--- config.mk ---
export PLATFORM = sky130hd
export DESIGN_NAME = mem_access_unit
export DESIGN_NICKNAME = d
export VERILOG_FILES = /design/src/rtl/mem_access_unit.sv
export SDC_FILE = /design/constraint.sdc
export NUM_CORES = 1
export LEC_CHECK = 0
export ABC_CLOCK_PERIOD_IN_PS = 3500
export CAP_MARGIN = 20
export CORE_ASPECT_RATIO = 0.5
export CORE_UTILIZATION = 50
export DETAILED_ROUTE_END_ITERATION = 12
export DONT_BUFFER_PORTS = 1
export PLACE_DENSITY = 0.71
export SYNTH_ARGS = -nofsm -noshare
export SYNTH_HDL_FRONTEND = slang
export SYNTH_SLANG_ARGS = --single-unit
--- constraint.sdc ---
create_clock -name clk -period 3.5 [get_ports clk]
set_input_delay 0.7 -clock clk [delete_from_list [all_inputs] [get_ports clk]]
set_output_delay 0.7 -clock clk [all_outputs]
set_load 0.02 [all_outputs]
--- src/rtl/mem_access_unit.sv ---
// Memory access unit for a multicycle core: turns controller fetch/load/store requests into a
// req/ack transaction, owns the Instruction and Data Registers, and flags timeouts/misalignment.
module mem_access_unit #(
  parameter int unsigned ADDR_WIDTH = 32,
  parameter int unsigned DATA_WIDTH = 32,
  parameter int unsigned TIMEOUT    = 255
) (
  input  logic                  clk,
  input  logic                  reset,
  input  logic [ADDR_WIDTH-1:0] pc,
  input  logic [ADDR_WIDTH-1:0] alu_out,
  input  logic [DATA_WIDTH-1:0] write_data,
  input  logic                  i_or_d,
  input  logic                  ir_write,
  input  logic                  mem_read,
  input  logic                  mem_write,
  output logic                  mem_req,
  output logic                  mem_we,
  output logic [ADDR_WIDTH-1:0] mem_addr,
  output logic [DATA_WIDTH-1:0] mem_wdata,
  input  logic [DATA_WIDTH-1:0] mem_rdata,
  input  logic                  mem_ack,
  output logic [DATA_WIDTH-1:0] instr,
  output logic [5:0]            op,
  output logic [5:0]            funct,
  output logic [DATA_WIDTH-1:0] data_reg,
  output logic                  mem_stall,
  output logic                  mem_done,
  output logic                  bus_error
);

  typedef enum logic [1:0] {StIdle, StReq, StDone, StErr} state_e;
  typedef enum logic [1:0] {KindFetch, KindLoad, KindStore} kind_e;

  localparam logic [15:0] CntLast = 16'(TIMEOUT - 1);

  state_e                state_q, state_d;
  kind_e                 kind_q, kind_d;
  logic [ADDR_WIDTH-1:0] addr_q, addr_d;
  logic [DATA_WIDTH-1:0] wdata_q, wdata_d;
  logic [15:0]           cnt_q, cnt_d;
  logic [DATA_WIDTH-1:0] instr_q, instr_d;
  logic [DATA_WIDTH-1:0] data_q, data_d;

  logic                  start;
  logic [ADDR_WIDTH-1:0] addr_sel;

  assign start    = mem_write | ir_write | mem_read;
  assign addr_sel = i_or_d ? alu_out : pc;

  always_comb begin
    state_d = state_q;
    kind_d  = kind_q;
    addr_d  = addr_q;
    wdata_d = wdata_q;
    cnt_d   = cnt_q;
    instr_d = instr_q;
    data_d  = data_q;
    case (state_q)
      StIdle: begin
        if (start) begin
          addr_d  = addr_sel;
          wdata_d = write_data;
          cnt_d   = '0;
          // Store beats fetch beats load when several are raised together.
          if (mem_write)     kind_d = KindStore;
          else if (ir_write) kind_d = KindFetch;
          else               kind_d = KindLoad;
          state_d = (addr_sel[1:0] != 2'b00) ? StErr : StReq;
        end
      end
      StReq: begin
        // An ack on the last allowed cycle still completes the access.
        if (mem_ack) begin
          if (kind_q == KindFetch) instr_d = mem_rdata;
          if (kind_q == KindLoad)  data_d  = mem_rdata;
          state_d = StDone;
        end else if (cnt_q == CntLast) begin
          state_d = StErr;
        end else begin
          cnt_d = cnt_q + 16'd1;
        end
      end
      StDone:  state_d = StIdle;
      StErr:   state_d = StErr;
      default: state_d = StIdle;
    endcase
  end

  always_ff @(posedge clk) begin
    if (!reset) begin
      state_q <= StIdle;
      kind_q  <= KindFetch;
      addr_q  <= '0;
      wdata_q <= '0;
      cnt_q   <= '0;
      instr_q <= '0;
      data_q  <= '0;
    end else begin
      state_q <= state_d;
      kind_q  <= kind_d;
      addr_q  <= addr_d;
      wdata_q <= wdata_d;
      cnt_q   <= cnt_d;
      instr_q <= instr_d;
      data_q  <= data_d;
    end
  end

  assign mem_req   = (state_q == StReq);
  assign mem_we    = mem_req && (kind_q == KindStore);
  assign mem_addr  = mem_req ? addr_q : '0;
  assign mem_wdata = mem_req ? wdata_q : '0;
  assign mem_done  = (state_q == StDone);
  assign bus_error = (state_q == StErr);
  // Stall in the request cycle itself so the controller never runs ahead of memory.
  assign mem_stall = ((state_q == StIdle) && start) || mem_req || bus_error;

  assign instr    = instr_q;
  assign op       = instr_q[31:26];
  assign funct    = instr_q[5:0];
  assign data_reg = data_q;

endmodule
# ---- After elaboration in Yosys (flattened, before gate mapping)
# Cells that the tools add are included.
dict set report op_classes {
  n_mux 14
  n_reduce_logical 13
  addsub 1
  order_cmp 0
  shifts 0
  multipliers 0
  n_div 0
  bitwise_logic 2
  n_eq_ne 10
}
# operator count
set op_table {}
lappend op_table {{two-way mux 32 bit} 3}
lappend op_table {{two-way mux 16 bit} 3}
lappend op_table {{case mux 16 bit (2 select lines)} 1}
lappend op_table {{adder 16 x 1 -> 16 bit (second input constant)} 1}
lappend op_table {{== test 16 x 8 -> 1 bit (second input constant)} 1}
lappend op_table {{two-way mux 2 bit} 5}
lappend op_table {{case mux 2 bit (4 select lines)} 1}
lappend op_table {{== test 2 bit (second input constant)} 3}
lappend op_table {{inequality test 2 bit (second input constant)} 3}
lappend op_table {{AND reduction 3 bit} 2}
lappend op_table {{== test 2 x 1 -> 1 bit (second input constant)} 2}
lappend op_table {{zero test 2 bit} 2}
lappend op_table {{AND reduction 2 bit} 2}
lappend op_table {{AND reduction 4 bit} 1}
lappend op_table {{nonzero test 2 bit} 2}
lappend op_table {{inequality test 3 x 1 -> 1 bit (second input constant)} 1}
lappend op_table {{logical AND 1 bit} 2}
lappend op_table {{logical OR 1 bit} 2}
lappend op_table {{OR 1 bit} 2}
lappend op_table {{two-way mux 1 bit} 1}
dict set report totals {
  n_memories 0
  inputBits 135
  out_inout_bits 145
  reg_bits 148
  romBits 0
  ram_bits 0
  latchBits 0
}

# ---- Longest topological paths before layout
dict set report depth {
  ltp_word 5
  mapped_depth 9
  mapped_depth_nobuf 6
}

# ---- Least setup slack after synthesis
# OpenSTA, ideal clock, no wires.
dict set report synth_path {
  path_kind {in2out}
  startpoint {input port mem_write}
  endpoint {output port mem_stall}
  arrival_time_ps 1434
  path_buffers 1
  setup_slack_ps 1366
  stages 4
  cell_sequence {nor3_1 -> nand2b_1 -> buf_2 -> nand2b_1}
}
dict set report synth_between {
  elab_chain_cells 5
}
# element line_no
set synth_lines {}
lappend synth_lines {{start, declared} 16} ;# input logic mem_write,
lappend synth_lines {{OR 1 bit (2 in a row)} 48} ;# assign start = mem_write | ir_write | mem_read;
lappend synth_lines {{logical AND 1 bit} 117} ;# assign mem_stall = ((state_q == StIdle) && start) || mem_req || bus_error;
lappend synth_lines {{logical OR 1 bit (2 in a row)} 117}
lappend synth_lines {{end, declared} 27} ;# output logic mem_stall,
# Every way passes these cells.

# ---- Worst setup path in the final report
dict set report layout_path {
  startpoint {register state_q[1]}
  endpoint {output port mem_addr[6]}
}
dict set report layout_between {
  elab_chain_cells 2
}
# element line_no
set layout_lines {}
lappend layout_lines {{start, declared} 37} ;# state_e state_q, state_d;
lappend layout_lines {{start signal, assigned} 92} ;# state_q <= StIdle;
lappend layout_lines {{start signal, assigned} 100} ;# state_q <= state_d;
lappend layout_lines {{== test 2 x 1 -> 1 bit} 110} ;# assign mem_req = (state_q == StReq);
lappend layout_lines {{via mem_req} 17} ;# output logic mem_req,
lappend layout_lines {{two-way mux 32 bit} 112} ;# assign mem_addr = mem_req ? addr_q : '0;
lappend layout_lines {{end, declared} 19} ;# output logic [ADDR_WIDTH-1:0] mem_addr,
# The timed path passes the listed nets, and every way through them passes these cells.

==> results <==
- The finished cells cover 6978 um^2.
- By area the synthesized netlist is led by dfxtp_1, nand2_1, a21oi_1, and2_1, mux2i_1.
- The count of cells along the worst hold path is 2.
- The worst-case IR drop observed on VDD is 0.0003017 V.
- The worst clock skew is 0.01157 ns.
- The sum of negative setup slack is 0 ns.
- The worst setup path is of the reg2out kind.
- The fill cell instance count of the final layout is roughly 1200.
- In this run the worst hold path is classified as in2reg.
- The worst setup path is launched from a register.
- The total setup violations reported at the end of the flow is 0.
- The total number of vias is roughly 5200.
- The final-report hold violation count is 0.
- The TritonCTS clock tree is built.
- The area of the core is ~13000 um^2.
- The Yosys step of the flow raised 0 warnings.
- The standard cell with the maximum stage delay on the critical path is dfxtp_1.
- Using the TritonRoute via totals, the vias-per-cell ratio works out to around 5.6.
- The number of global-route vias before repair is between 4000 and 5000.
- Along the worst path, the maximum fanout reaches 73.
- The transition time at the pin with the least slew margin is around 0.77 ns.
- For this run, the leading register cell type out of synthesis is dfxtp_1.
- The register area is just under 3000 um^2.
- The biggest area consumer among synthesized cells is dfxtp_1.
- The post-CTS setup repair buffer count is 0.
- Setup repair after global routing left no endpoint under its margin.
- The core occupancy in the finished layout is 0.5495.
- Entering global routing, the biggest net connects 77 pins.
- The residual overflow from global routing is 0.
- Relative to the synthesized area, the layout overhead comes to 6.983%.
- The estimated wirelength of the detail-placed design is 10290 um.
- The post-cts gate resize count is 0.
- Max-cap violations in this run came to 0.
- The global router's overall resource usage is 0.2101.
- Pin placement for this block handled 280 I/O pins.
- The post-CTS clock slew at the launch and capture registers of the worst setup and hold paths is 0.07 ns.
- The share of layout cells above drive strength 1 is 0.06771.
- The part of the total power dissipated in combinational logic is 0.121.
- The data arrival time of the critical path is ~2.0 ns.
- The post-synthesis area per instance is a little over 8 um^2.
- The total nets after synthesis is about 940.
- The flow ran to the end, and the final reports show no timing, DRC or antenna violations.
- The initial utilization of the core area, before any placement, comes to 0.5136.
- Summing every instance area after synthesis gives ~6500 um^2.
- After synthesis the netlist holds a flip-flop and latch count of about 150.
- The quantity of hold-fixing buffers added after cts is 0.
- The final critical path time including I/O delays and setup is 2.667 ns.
- The final cycle utilization of the critical path is 0.7619.
- The fraction of power spent switching nets is 0.2887.
- The vertical die dimension is roughly 83 um.
- The most common cell in the synthesized netlist is nand2_1.
- The number of cells on the worst reg-to-reg path is 6.
- The floorplan has 29 rows.
- The antenna cell count is 0.
- For this run, the register share of the synthesized area comes to 0.4542.
- The root buffer selected by CTS is clkbuf_16.
- The number of antenna violations at the first check in global routing is 0.
- The total detailed-routing wirelength is ~15000 um.
- After synthesis, the netlist uses between 40 and 50 different library cells.
- After detailed routing, the number of remaining DRC violations is 0.
- The net switching power is 1.216 mW.
- At the worst endpoint, the required time is about 2.8 ns.
- The horizontal extent of the die is 163.5 um.
- Dividing the detail-routed wire length by the instance count gives between 15 and 20 um.
- In this run the number of H-tree levels came out at 4.
- Counting along the longest clock path gives a buffer depth of 2.
- The internal power component is around 3 mW.
- Once detail routing completed, the nets flagged for antenna violations numbered 0.
- The share of total power dissipated in the clock network is 0.422.
- In this run the tightest slew margin relative to its limit is 0.4862.
- The sequential group share of total power is 0.457.
- At the end of the flow, the number of nets in the layout was slightly below 900.
- In this run the power density over the cells is between 600 and 700 nW/um^2.
- During placement, the flow inserted port buffers numbering 0.
- The tightest hold margin is 0.4130 ns.
- Synthesis produced a netlist whose cell count is 804.
- The die area is around 14000 um^2.
- Once placement finished, the instance area stood at ~6400 um^2.
- The analysis attributes to cell leakage a power of roughly 2.5 nW.
- The first-pass GRT wire length is 22180 um.
- The length of the first detailed-routing pass in iterations is 4.
- The endpoint class of the critical path is an output port.
- In the synthesized netlist the async set-or-reset flop fraction comes to 0.
- The multi-input combinational cells in the finished layout cover a total of ~3100 um^2.
- The highest achievable clock rate is 375.0 MHz.
- The highest cell delay on the worst timing path is 0.51 ns.
- The number of flops mapped to enable cells by yosys is 0.
- The signal on the critical path passes through nand2b_4 > clkinv_4 > and2_1.
- The DRC marker count from the first detailed-route iteration is between 200 and 300.
- Routability-driven placement finished with a final weighted congestion of 0.8806.
- The CTS buffer count is 17.
- The count of pins over their slew limit came to 0.
- The clock insertion delay at the later pin of the skew report is between 0.4 and 0.5 ns.
- For this design, the sink count on the clock tree is between 100 and 150.
- After synthesis, the most frequently instantiated cells are nand2_1, dfxtp_1, a21oi_1, and2_1, nor2_1.
- The fraction of synthesized cell area taken by the top area cell type is 0.4542.
-- placed cells by master (no fill, tap or decap), drive strengths merged, types with 2 or more instances in the layout --
cell      count
nand2       204
dfxtp       148
a21oi       104
and2         66
nor2         39
a211oi       35
mux2i        34
clkbuf       18
inv          16
nand3        10
buf           9
nor3          9
o21ai         8
nand4         6
a31oi         5
o211ai        5
nand2b        5
and3          4
nor3b         3
and4          3
or4           3
nor4          3
clkinvlp      3
clkinv        3
nor2b         2
o31a          2
a22oi         2
a41oi         2
or3           2
ha            2
-- metrics by stage --
stage          cells  total power [mW]  setup WS, ns
4_1_cts          938             4.250        0.8328
2_1_floorplan    804             2.410         1.366
3_5_place_dp     906             2.474         1.267
5_1_grt          938             4.417        0.6761
6_report         938             4.213        0.8335
3_3_place_gp     906             2.461         1.339
-- power by group through the flow --
stage,Clock (mW),Combinational [mW],Sequential (mW)
after global placement,0,0.498,1.96
after global routing,1.90,0.576,1.94
after floorplan,0,0.489,1.92
after CTS,1.81,0.513,1.93
after detailed placement,0,0.512,1.96
final,1.78,0.510,1.93
-- area by class of cell --
class / instances / share of cell area
tap: 170 / 0.03048
clock inverter: 14 / 0.01990
multi-input combinational: 570 / 0.4447
clock buffer: 18 / 0.06294
inverter: 9 / 0.005917
timing repair buffer: 9 / 0.01148
sequential: 148 / 0.4246
-- critical path: cells and delay by family, from the launching register on --
family,cells,cell delay (ns)
DFF,1,0.51
and+or+nand+nor,2,0.68
buffers and inverters,1,0.36
-- final timing paths --
check | slack (ns) | startpoint | endpoint
worst max-delay path | 0.83 | state_q[1] | mem_addr[6]
worst min-delay path | 0.41 | mem_rdata[10] | data_reg[10]
worst max register to register | 1.39 | state_q[1] | data_reg[1]
worst min register to register | 0.46 | wdata_q[31] | wdata_q[31]
-- metal layers --
| metal | vias to the layer above | global-route usage | share of wire |
|---|---|---|---|
| met1 | 2448 | 0.2589 | 0.42 |
| met3 | 15 | 0.07443 | 0.085 |
| li1 | 2601 | - | - |
| met2 | 181 | 0.3458 | 0.49 |
| met5 | - | 0 | 0 |
| met4 | 0 | 0.06944 | 0.0082 |
-- logic make-up (layout without fill, tap and decap cells) --
logic type               count (synthesis)  in the layout  synth area share
AO/OA/AOI/OAI                          171            171            0.1563
adder cells (fa/ha/maj)                  2              2          0.003836
multiplexers                            35             35           0.05390
AND/OR/NAND/NOR                        362            362            0.2597
flip-flops                             148            148            0.4542
buffers and inverters                   86             50           0.07194
No activity file was read; power rests on OpenSTA's default activity.
